==> src/rtl/mem_access_unit_if.sv <==
// Memory-side request/response bus of mem_access_unit.
// The unit drives the master side; the memory (or a bench model) takes the slave side.
interface mem_access_unit_if #(
  parameter int DATA_WIDTH = 32
);
  logic                  mem_req_valid;
  logic                  mem_req_ready;
  logic                  mem_we;
  logic [DATA_WIDTH-1:0] mem_addr;
  logic [DATA_WIDTH-1:0] mem_wdata;
  logic [3:0]            mem_be;
  logic                  mem_rsp_valid;
  logic [DATA_WIDTH-1:0] mem_rdata;

  modport master (
    output mem_req_valid, mem_we, mem_addr, mem_wdata, mem_be,
    input  mem_req_ready, mem_rsp_valid, mem_rdata
  );

  modport slave (
    input  mem_req_valid, mem_we, mem_addr, mem_wdata, mem_be,
    output mem_req_ready, mem_rsp_valid, mem_rdata
  );
endinterface

==> src/rtl/mem_access_unit.sv <==
// Pipeline memory-stage access unit: stalls the pipe while one load/store runs on the memory bus.
// Optional macro MEM_MISALIGN_CHECK_EN rejects misaligned word accesses without touching the bus.
//
// state | meaning
// IDLE  | no access; request fields latched when MemReadM/MemWriteM appear
// REQ   | mem_req_valid high, fields held until mem_req_ready
// WAIT  | read accepted, waiting for mem_rsp_valid
// DONE  | one cycle, StallM low so the pipeline advances once
module mem_access_unit #(
  parameter int DATA_WIDTH = 32
) (
  input  logic                  clk,
  input  logic                  rst_n,
  input  logic                  MemReadM,
  input  logic                  MemWriteM,
  input  logic                  AddrModeM,
  input  logic [DATA_WIDTH-1:0] ALUResultM,
  input  logic [DATA_WIDTH-1:0] WriteDataM,
  output logic                  StallM,
  output logic [DATA_WIDTH-1:0] ReadDataM,
  output logic                  ReadValidM,
  output logic                  MisalignM,
  mem_access_unit_if.master     mem
);
  typedef enum logic [1:0] {IDLE, REQ, WAIT, DONE} state_t;

  state_t                state, state_nx;
  logic                  req;
  logic                  misalign;
  logic                  mis_q;
  logic                  we_q;
  logic                  byte_q;
  logic [DATA_WIDTH-1:0] addr_q;
  logic [DATA_WIDTH-1:0] wdata_q;
  logic [DATA_WIDTH-1:0] rdata_q;
  logic [3:0]            be_q;
  logic [7:0]            lane;

  assign req = MemReadM | MemWriteM;

`ifdef MEM_MISALIGN_CHECK_EN
  assign misalign = ~AddrModeM & (ALUResultM[1:0] != 2'b00);

  always_ff @(posedge clk or negedge rst_n) begin
    if (!rst_n) begin
      mis_q <= 1'b0;
    end else if (state == IDLE && req) begin
      mis_q <= misalign;
    end
  end

  assign MisalignM = (state == DONE) & mis_q;
`else
  assign misalign  = 1'b0;
  assign mis_q     = 1'b0;
  assign MisalignM = 1'b0;
`endif

  always_ff @(posedge clk or negedge rst_n) begin
    if (!rst_n) begin
      state <= IDLE;
    end else begin
      state <= state_nx;
    end
  end

  always_comb begin
    state_nx = state;
    StallM   = 1'b0;
    case (state)
      IDLE: begin
        StallM = req;
        if (req) state_nx = misalign ? DONE : REQ;
      end
      REQ: begin
        StallM = 1'b1;
        if (mem.mem_req_ready) state_nx = we_q ? DONE : WAIT;
      end
      WAIT: begin
        StallM = 1'b1;
        if (mem.mem_rsp_valid) state_nx = DONE;
      end
      DONE:    state_nx = IDLE;
      default: state_nx = IDLE;
    endcase
  end

  always_comb begin
    lane = 8'h00;
    case (addr_q[1:0])
      2'd0:    lane = mem.mem_rdata[7:0];
      2'd1:    lane = mem.mem_rdata[15:8];
      2'd2:    lane = mem.mem_rdata[23:16];
      default: lane = mem.mem_rdata[31:24];
    endcase
  end

  // Write beats wins when both MemReadM and MemWriteM are set.
  always_ff @(posedge clk or negedge rst_n) begin
    if (!rst_n) begin
      we_q    <= 1'b0;
      byte_q  <= 1'b0;
      addr_q  <= '0;
      wdata_q <= '0;
      be_q    <= 4'h0;
      rdata_q <= '0;
    end else begin
      if (state == IDLE && req) begin
        we_q    <= MemWriteM;
        byte_q  <= AddrModeM;
        addr_q  <= ALUResultM;
        be_q    <= AddrModeM ? (4'b0001 << ALUResultM[1:0]) : 4'hF;
        wdata_q <= AddrModeM ? {4{WriteDataM[7:0]}} : WriteDataM;
      end
      if (state == WAIT && mem.mem_rsp_valid) begin
        rdata_q <= byte_q ? {{(DATA_WIDTH-8){1'b0}}, lane} : mem.mem_rdata;
      end
    end
  end

  assign mem.mem_req_valid = (state == REQ);
  assign mem.mem_we        = we_q;
  assign mem.mem_addr      = {addr_q[DATA_WIDTH-1:2], 2'b00};
  assign mem.mem_wdata     = wdata_q;
  assign mem.mem_be        = be_q;
  assign ReadDataM         = rdata_q;
  assign ReadValidM        = (state == DONE) & ~we_q & ~mis_q;
endmodule

==> src/flat_wrapper.sv <==
// flat-port wrapper written by rule: the top's interface ports become plain ports
module mem_access_unit_flat 
#(
  parameter int DATA_WIDTH = 32
)
  (clk, rst_n, MemReadM, MemWriteM, AddrModeM, ALUResultM, WriteDataM, StallM, ReadDataM, ReadValidM, MisalignM, mem_mem_req_valid, mem_mem_we, mem_mem_addr, mem_mem_wdata, mem_mem_be, mem_mem_req_ready, mem_mem_rsp_valid, mem_mem_rdata);
  mem_access_unit_if #(.DATA_WIDTH(DATA_WIDTH)) mem_i ();
  input  logic clk;
  input  logic rst_n;
  input  logic MemReadM;
  input  logic MemWriteM;
  input  logic AddrModeM;
  input  logic [DATA_WIDTH-1:0] ALUResultM;
  input  logic [DATA_WIDTH-1:0] WriteDataM;
  output logic StallM;
  output logic [DATA_WIDTH-1:0] ReadDataM;
  output logic ReadValidM;
  output logic MisalignM;
  output wire logic [$bits(mem_i.mem_req_valid)-1:0] mem_mem_req_valid;
  output wire logic [$bits(mem_i.mem_we)-1:0] mem_mem_we;
  output wire logic [$bits(mem_i.mem_addr)-1:0] mem_mem_addr;
  output wire logic [$bits(mem_i.mem_wdata)-1:0] mem_mem_wdata;
  output wire logic [$bits(mem_i.mem_be)-1:0] mem_mem_be;
  input wire logic [$bits(mem_i.mem_req_ready)-1:0] mem_mem_req_ready;
  input wire logic [$bits(mem_i.mem_rsp_valid)-1:0] mem_mem_rsp_valid;
  input wire logic [$bits(mem_i.mem_rdata)-1:0] mem_mem_rdata;
  assign mem_mem_req_valid = mem_i.mem_req_valid;
  assign mem_mem_we = mem_i.mem_we;
  assign mem_mem_addr = mem_i.mem_addr;
  assign mem_mem_wdata = mem_i.mem_wdata;
  assign mem_mem_be = mem_i.mem_be;
  assign mem_i.mem_req_ready = mem_mem_req_ready;
  assign mem_i.mem_rsp_valid = mem_mem_rsp_valid;
  assign mem_i.mem_rdata = mem_mem_rdata;
  mem_access_unit #(.DATA_WIDTH(DATA_WIDTH)) u_core (.clk(clk), .rst_n(rst_n), .MemReadM(MemReadM), .MemWriteM(MemWriteM), .AddrModeM(AddrModeM), .ALUResultM(ALUResultM), .WriteDataM(WriteDataM), .StallM(StallM), .ReadDataM(ReadDataM), .ReadValidM(ReadValidM), .MisalignM(MisalignM), .mem(mem_i));
endmodule
==> config.mk <==
export PLATFORM = sky130hd
export DESIGN_NAME = mem_access_unit_flat
export DESIGN_NICKNAME = d
export VERILOG_FILES = /design/src/rtl/mem_access_unit_if.sv /design/src/rtl/mem_access_unit.sv /design/src/flat_wrapper.sv
export SDC_FILE = /design/constraint.sdc
export NUM_CORES = 1
export LEC_CHECK = 0
export CELL_PAD_IN_SITES_DETAIL_PLACEMENT = 1
export CELL_PAD_IN_SITES_GLOBAL_PLACEMENT = 2
export CORE_MARGIN = 2
export CORE_UTILIZATION = 26
export CTS_CLUSTER_SIZE = 14
export DETAILED_ROUTE_END_ITERATION = 6
export GPL_TIMING_DRIVEN = 0
export PLACE_DENSITY = 0.85
export SLEW_MARGIN = 5
export SYNTH_ARGS = -nofsm -noshare
export SYNTH_HDL_FRONTEND = slang
export SYNTH_SLANG_ARGS = --single-unit
==> constraint.sdc <==
create_clock -name clk -period 4.2 [get_ports clk]
set_input_delay 1.26 -clock clk [delete_from_list [all_inputs] [get_ports clk]]
set_output_delay 1.26 -clock clk [all_outputs]
set_load 0.05 [all_outputs]
* Word level (Yosys, flattened, before mapping) *
Index checks and enable logic that the tools add are counted.

storage, ports and cells
  bits in registers = 104
  bits of input ports = 103
  output and inout bits = 105
  logic and storage cells = 35

cells by class
  equal/unequal tests = 8
  shift operators = 1
  muxes and demuxes = 10
  bitwise gates (word level) = 3
  reduce and logical (&&, ||, !) cells = 6

operator list
  operator             count
  $mux 32              2
  $pmux 8 s3           1
  $pmux 2 s4           1
  $eq 2x2->1 const B   3
  $mux 2               3
  $eq 2x1->1 const B   2
  $logic_not 2->1      2
  $mux 4               1
  $ne 2x1->1 const B   2
  $shl 1x2->4 const A  1
  $reduce_and 3->1     1
  $logic_and 1x1->1    2
  $ne 2x2->1 const B   1
  $pmux 1 s2           1
  $reduce_or 2->1      1
  $and 1x1->1          1
  $mux 1               1
  $not 1->1            1
  $or 1x1->1           1

* Logic depth before layout (Yosys ltp) *
  depth after elaboration = 3
  mapped depth = 7
  gate-level depth less buffers = 5

* Worst setup path before layout *
Ideal clock, no wire load.

  path type = input to output
  start point = input MemWriteM
  end point = output StallM
  arrival time = 2.308 ns
  data required time = 2.940 ns
  setup slack = 0.632 ns
  stages = 4
  path buffers = 1
  cell sequence = o21a_1 -> buf_2 -> nor2_1 -> nor2_1

on the way
  longest elaborated chain between the ends = 2

RTL lines
  item                line                   RTL
  start: declaration  flat_wrapper.sv:11     input logic MemWriteM;
  $or 1x1->1          mem_access_unit.sv:39  assign req = MemReadM | MemWriteM;
  $pmux 1 s2          mem_access_unit.sv:70  case (state)
  end: declaration    flat_wrapper.sv:15     output logic StallM;

Every way passes these cells.

* Worst setup path in the final report *
Ends and elaborated chain as after synthesis.

==> results.md <==
- RSZ-0062 raised after global routing: false
- Synth Warn #: 0
- GP Congestion: 0.821
- Largest family of logic cells by synthesized area: simple AND/OR/NAND/NOR gates
- MaxCap Viol Count: 0
- Final hold violation count: 0
- Grt ovf: 0
- FILL cells: 2,083
- Seq pwr share: 0.258
- Initial Util: 0.267
- Slowest stage cell, crit path: clkdlybuf4s50_1
- Cts hold-fix bufs: 0
- Root buffer cell: clkbuf_16
- Post-DR wirelength/cell: 17.7 µm
- Die Span X: 140 µm
- Initial antenna violation count: 0
- Number of post-CTS setup repair buffers: 0
- Max incr delay on CP: 550 ps
- Synth cell types: 27
- # port buffers: 203
- GRT Util Overall: 0.170
- Ant. Diodes: 0
- Kind of critical path: input port to output pin
- Pleak: 3.51 nW
- Total wire length: 16.8 mm
- DR pass1 iterations: 4
- Hold crit path type: flip-flop to flip-flop
- Vias: 4,341
- Final period util: 0.951
- Simple-gate share of the synthesized area: 0.212
- Worst path arrival time: 2730 ps
- Status: finished clean
- Share of layout cells above drive strength 1: 0.103
- CP max FO: 10
- Pint: 3.47 mW
- Crit path buffers/inverters: 3
- Switching share of power: 0.495
- Core region area: 18,100 µm²
- Maximum clock rate: 250 MHz
- Hold_sp: u_core.ReadDataM[22]
- Yosys reg bits: 104
- Post-Synthesis Cells: 504
- Crit path capture type: output pin
- # rows: 49
- Worst setup SP type: input port
- Sequential cell area fraction in the yosys report: 0.537
- Worst-Margin Slew: 531 ps
- Share of the synthesized area in the top cell type: 0.537
- Post-synth ARST share: 1.00
- Num CTS Buffers: 9
- Period minus WS final: 3990 ps
- Final setup vio count: 0
- Ranking of synthesized cells by area: dfrtp_1, nand2_1, mux2i_1, buf_4, mux4_2
- Sum Neg Setup Slack: 0 ps
- R2R Path Start: u_core.state[1]
- First-pass GRT wire length: 26.2 mm
- H-tree level count: 3
- Fin nets: 829
- Area growth from synthesis to layout: 54.8%
- Primary FF master, synth: dfrtp_1
- DRC violations left: 0
- CTS tree: done
- Chip Height: 140 µm
- IO Count: 208
- Final clock skew: 5.26 ps
- Die area: 19,700 µm²
- Final worst slack: 206 ps
- First DRT Iteration DRCs: 118
- CP Cell Sequence: clkdlybuf4s50_1 -> o21a_2 -> buf_2 -> nor2_1 -> nor2_1 -> buf_2
- Placed instance count: 939
- Clk slew on worst S/H paths: 70 ps
- Power share of the combinational group: 0.611
- Post-synthesis mux area share: 0.106
- Xor/xnor share of the synthesized area: 0
- Synth Area in Adders: 0.0129
- Max VDD drop: 383 µV
- Synthesized area: 4840 µm²
- Clock power frac: 0.131
- Vias in the first global route: 4,721
- Pin count of the biggest net entering global routing: 61
- PwrDens: 916 nW/µm²
- DP Wirelength: 12.8 mm
- Post-synth top area cell: dfrtp_1
- Worst skew pair latency: 350 ps
- Post-route insts no fill: 954
- Vias per inst: 4.55
- Avg Cell Area, Syn: 9.61 µm²
- DP Worst Slack: -498 ps
- Post-synth EDFFs: 0
- Final Max Tran Viols: 0
- Final Core Density: 0.413
- Critical path required time: 2940 ps
- Clock sink count: 104
- CP top delay family: buffers and inverters
- Synth Area in Compound Gates: 0.0501
- Sw power: 3.40 mW
- Crit path from: MemWriteM
- Max_slew headroom: 0.637
- Post-route ant nets: 0
- Clock Path Buffers: 2
area by class of cell:
type / count / area (µm²) / share of cell area
sequential: 104 / 2600 / 0.347
timing repair buffer: 204 / 2060 / 0.274
multi-input combinational: 337 / 1850 / 0.247
buffer: 63 / 388 / 0.0517
tap: 229 / 287 / 0.0382
clock buffer: 11 / 233 / 0.0310
clock inverter: 4 / 70.1 / 0.00935
inverter: 2 / 7.51 / 0.00100
repair_timing:
action | in CTS | in global routing
hold endpoints to repair | 0 | 0
resized for setup | 5 | 1
setup endpoints to repair | 1 | 1
worst reg2reg max path: stages (launching register included):
cell,delay [ps]
dfrtp_1,430
inv_1,110
ha_1,230
nor2b_1,150
a211oi_1,360
mux2_2,380
state kept, by name, indices dropped and copies added, names as in the netlist:
name	count
u_core.mem.mem_be	4
u_core.addr_q	32
u_core.state	2
u_core.mem.mem_wdata	32
u_core.mem.mem_we	1
u_core.ReadDataM	32
u_core.byte_q	1
cell families after synthesis:
logic type	Yosys count
flip-flops	104
buffers and inverters	65
multiplexers	41
AND/OR/NAND/NOR	245
other	1
adder cells (fa/ha/maj)	5
AO/OA/AOI/OAI	43
final timing paths:
kind	endpoint	slack (ps)	depth (start not counted)
min in group asynchronous	u_core.ReadDataM[14]	840	1
worst min register to register	u_core.ReadDataM[22]	470	2
worst min-delay path	u_core.ReadDataM[22]	470	2
worst max-delay path	StallM	210	6
worst max register to register	u_core.state[1]	2440	5
max in group asynchronous	u_core.addr_q[18]	2680	2
power by group through the flow:
stage | combinational, mW | sequential [mW] | clock, mW
2_1_floorplan | 1.69 | 2.85 | 0
3_3_place_gp | 4.15 | 1.76 | 0
3_5_place_dp | 4.25 | 1.79 | 0
4_1_cts | 4.25 | 1.78 | 0.925
5_1_grt | 4.45 | 1.83 | 0.971
6_report | 4.20 | 1.77 | 0.901
stage by stage:
step	instance area [µm²]	total power, mW	hold WS, ps
final	7500	6.87	474
after global routing	7500	7.25	498
after CTS	7500	6.96	477
after detailed placement	7200	6.03	462
after global placement	7170	5.91	452
after floorplan	4850	4.53	447
routing by layer:
layer	vias up	wire length (µm)	track usage
met5	-	0	0
met4	0	211	0.0437
met3	13	1270	0.0499
met2	155	8150	0.291
met1	2144	7220	0.212
li1	2029	-	-
Yosys cell counts, types with 2 or more instances:
library cell / instances
a211oi_1: 2
a21oi_1: 8
a31oi_1: 3
buf_2: 13
buf_4: 34
clkbuf_1: 14
dfrtp_1: 104
ha_1: 5
inv_1: 2
mux2i_1: 32
mux4_2: 8
nand2_1: 200
nand2b_1: 2
nand3b_1: 24
nor2_1: 15
nor2b_1: 3
o21a_1: 2
o21ai_0: 24
layout by cell type (no fill, tap or decap):
cell | Yosys | layout
buf_6 | 1 | 2
clkinv_2 | 0 | 2
a2bb2oi_1 | 1 | 1
clkbuf_1 | 14 | 16
a2111oi_0 | 1 | 1
o211ai_1 | 1 | 1
o21ai_2 | 1 | 1
dfrtp_1 | 104 | 104
buf_2 | 13 | 14
o21ai_0 | 24 | 24
nor2b_1 | 3 | 3
nor2_1 | 15 | 15
conb_1 | 1 | 3
mux2i_1 | 32 | 32
o21a_1 | 2 | 1
buf_4 | 34 | 34
a31oi_1 | 3 | 3
clkbuf_16 | 0 | 9
and2_1 | 1 | 1
buf_16 | 0 | 1
nand3b_1 | 24 | 24
nand2_1 | 200 | 200
mux2_2 | 1 | 1
a211oi_1 | 2 | 2
clkdlybuf4s50_1 | 0 | 201
a21oi_1 | 8 | 8
mux4_2 | 8 | 8
buf_1 | 1 | 1
ha_1 | 5 | 5
inv_1 | 2 | 2
o21a_2 | 0 | 1
nand2b_1 | 2 | 2
bufinv_16 | 0 | 2
No activity file was read; power rests on OpenSTA's default activity.
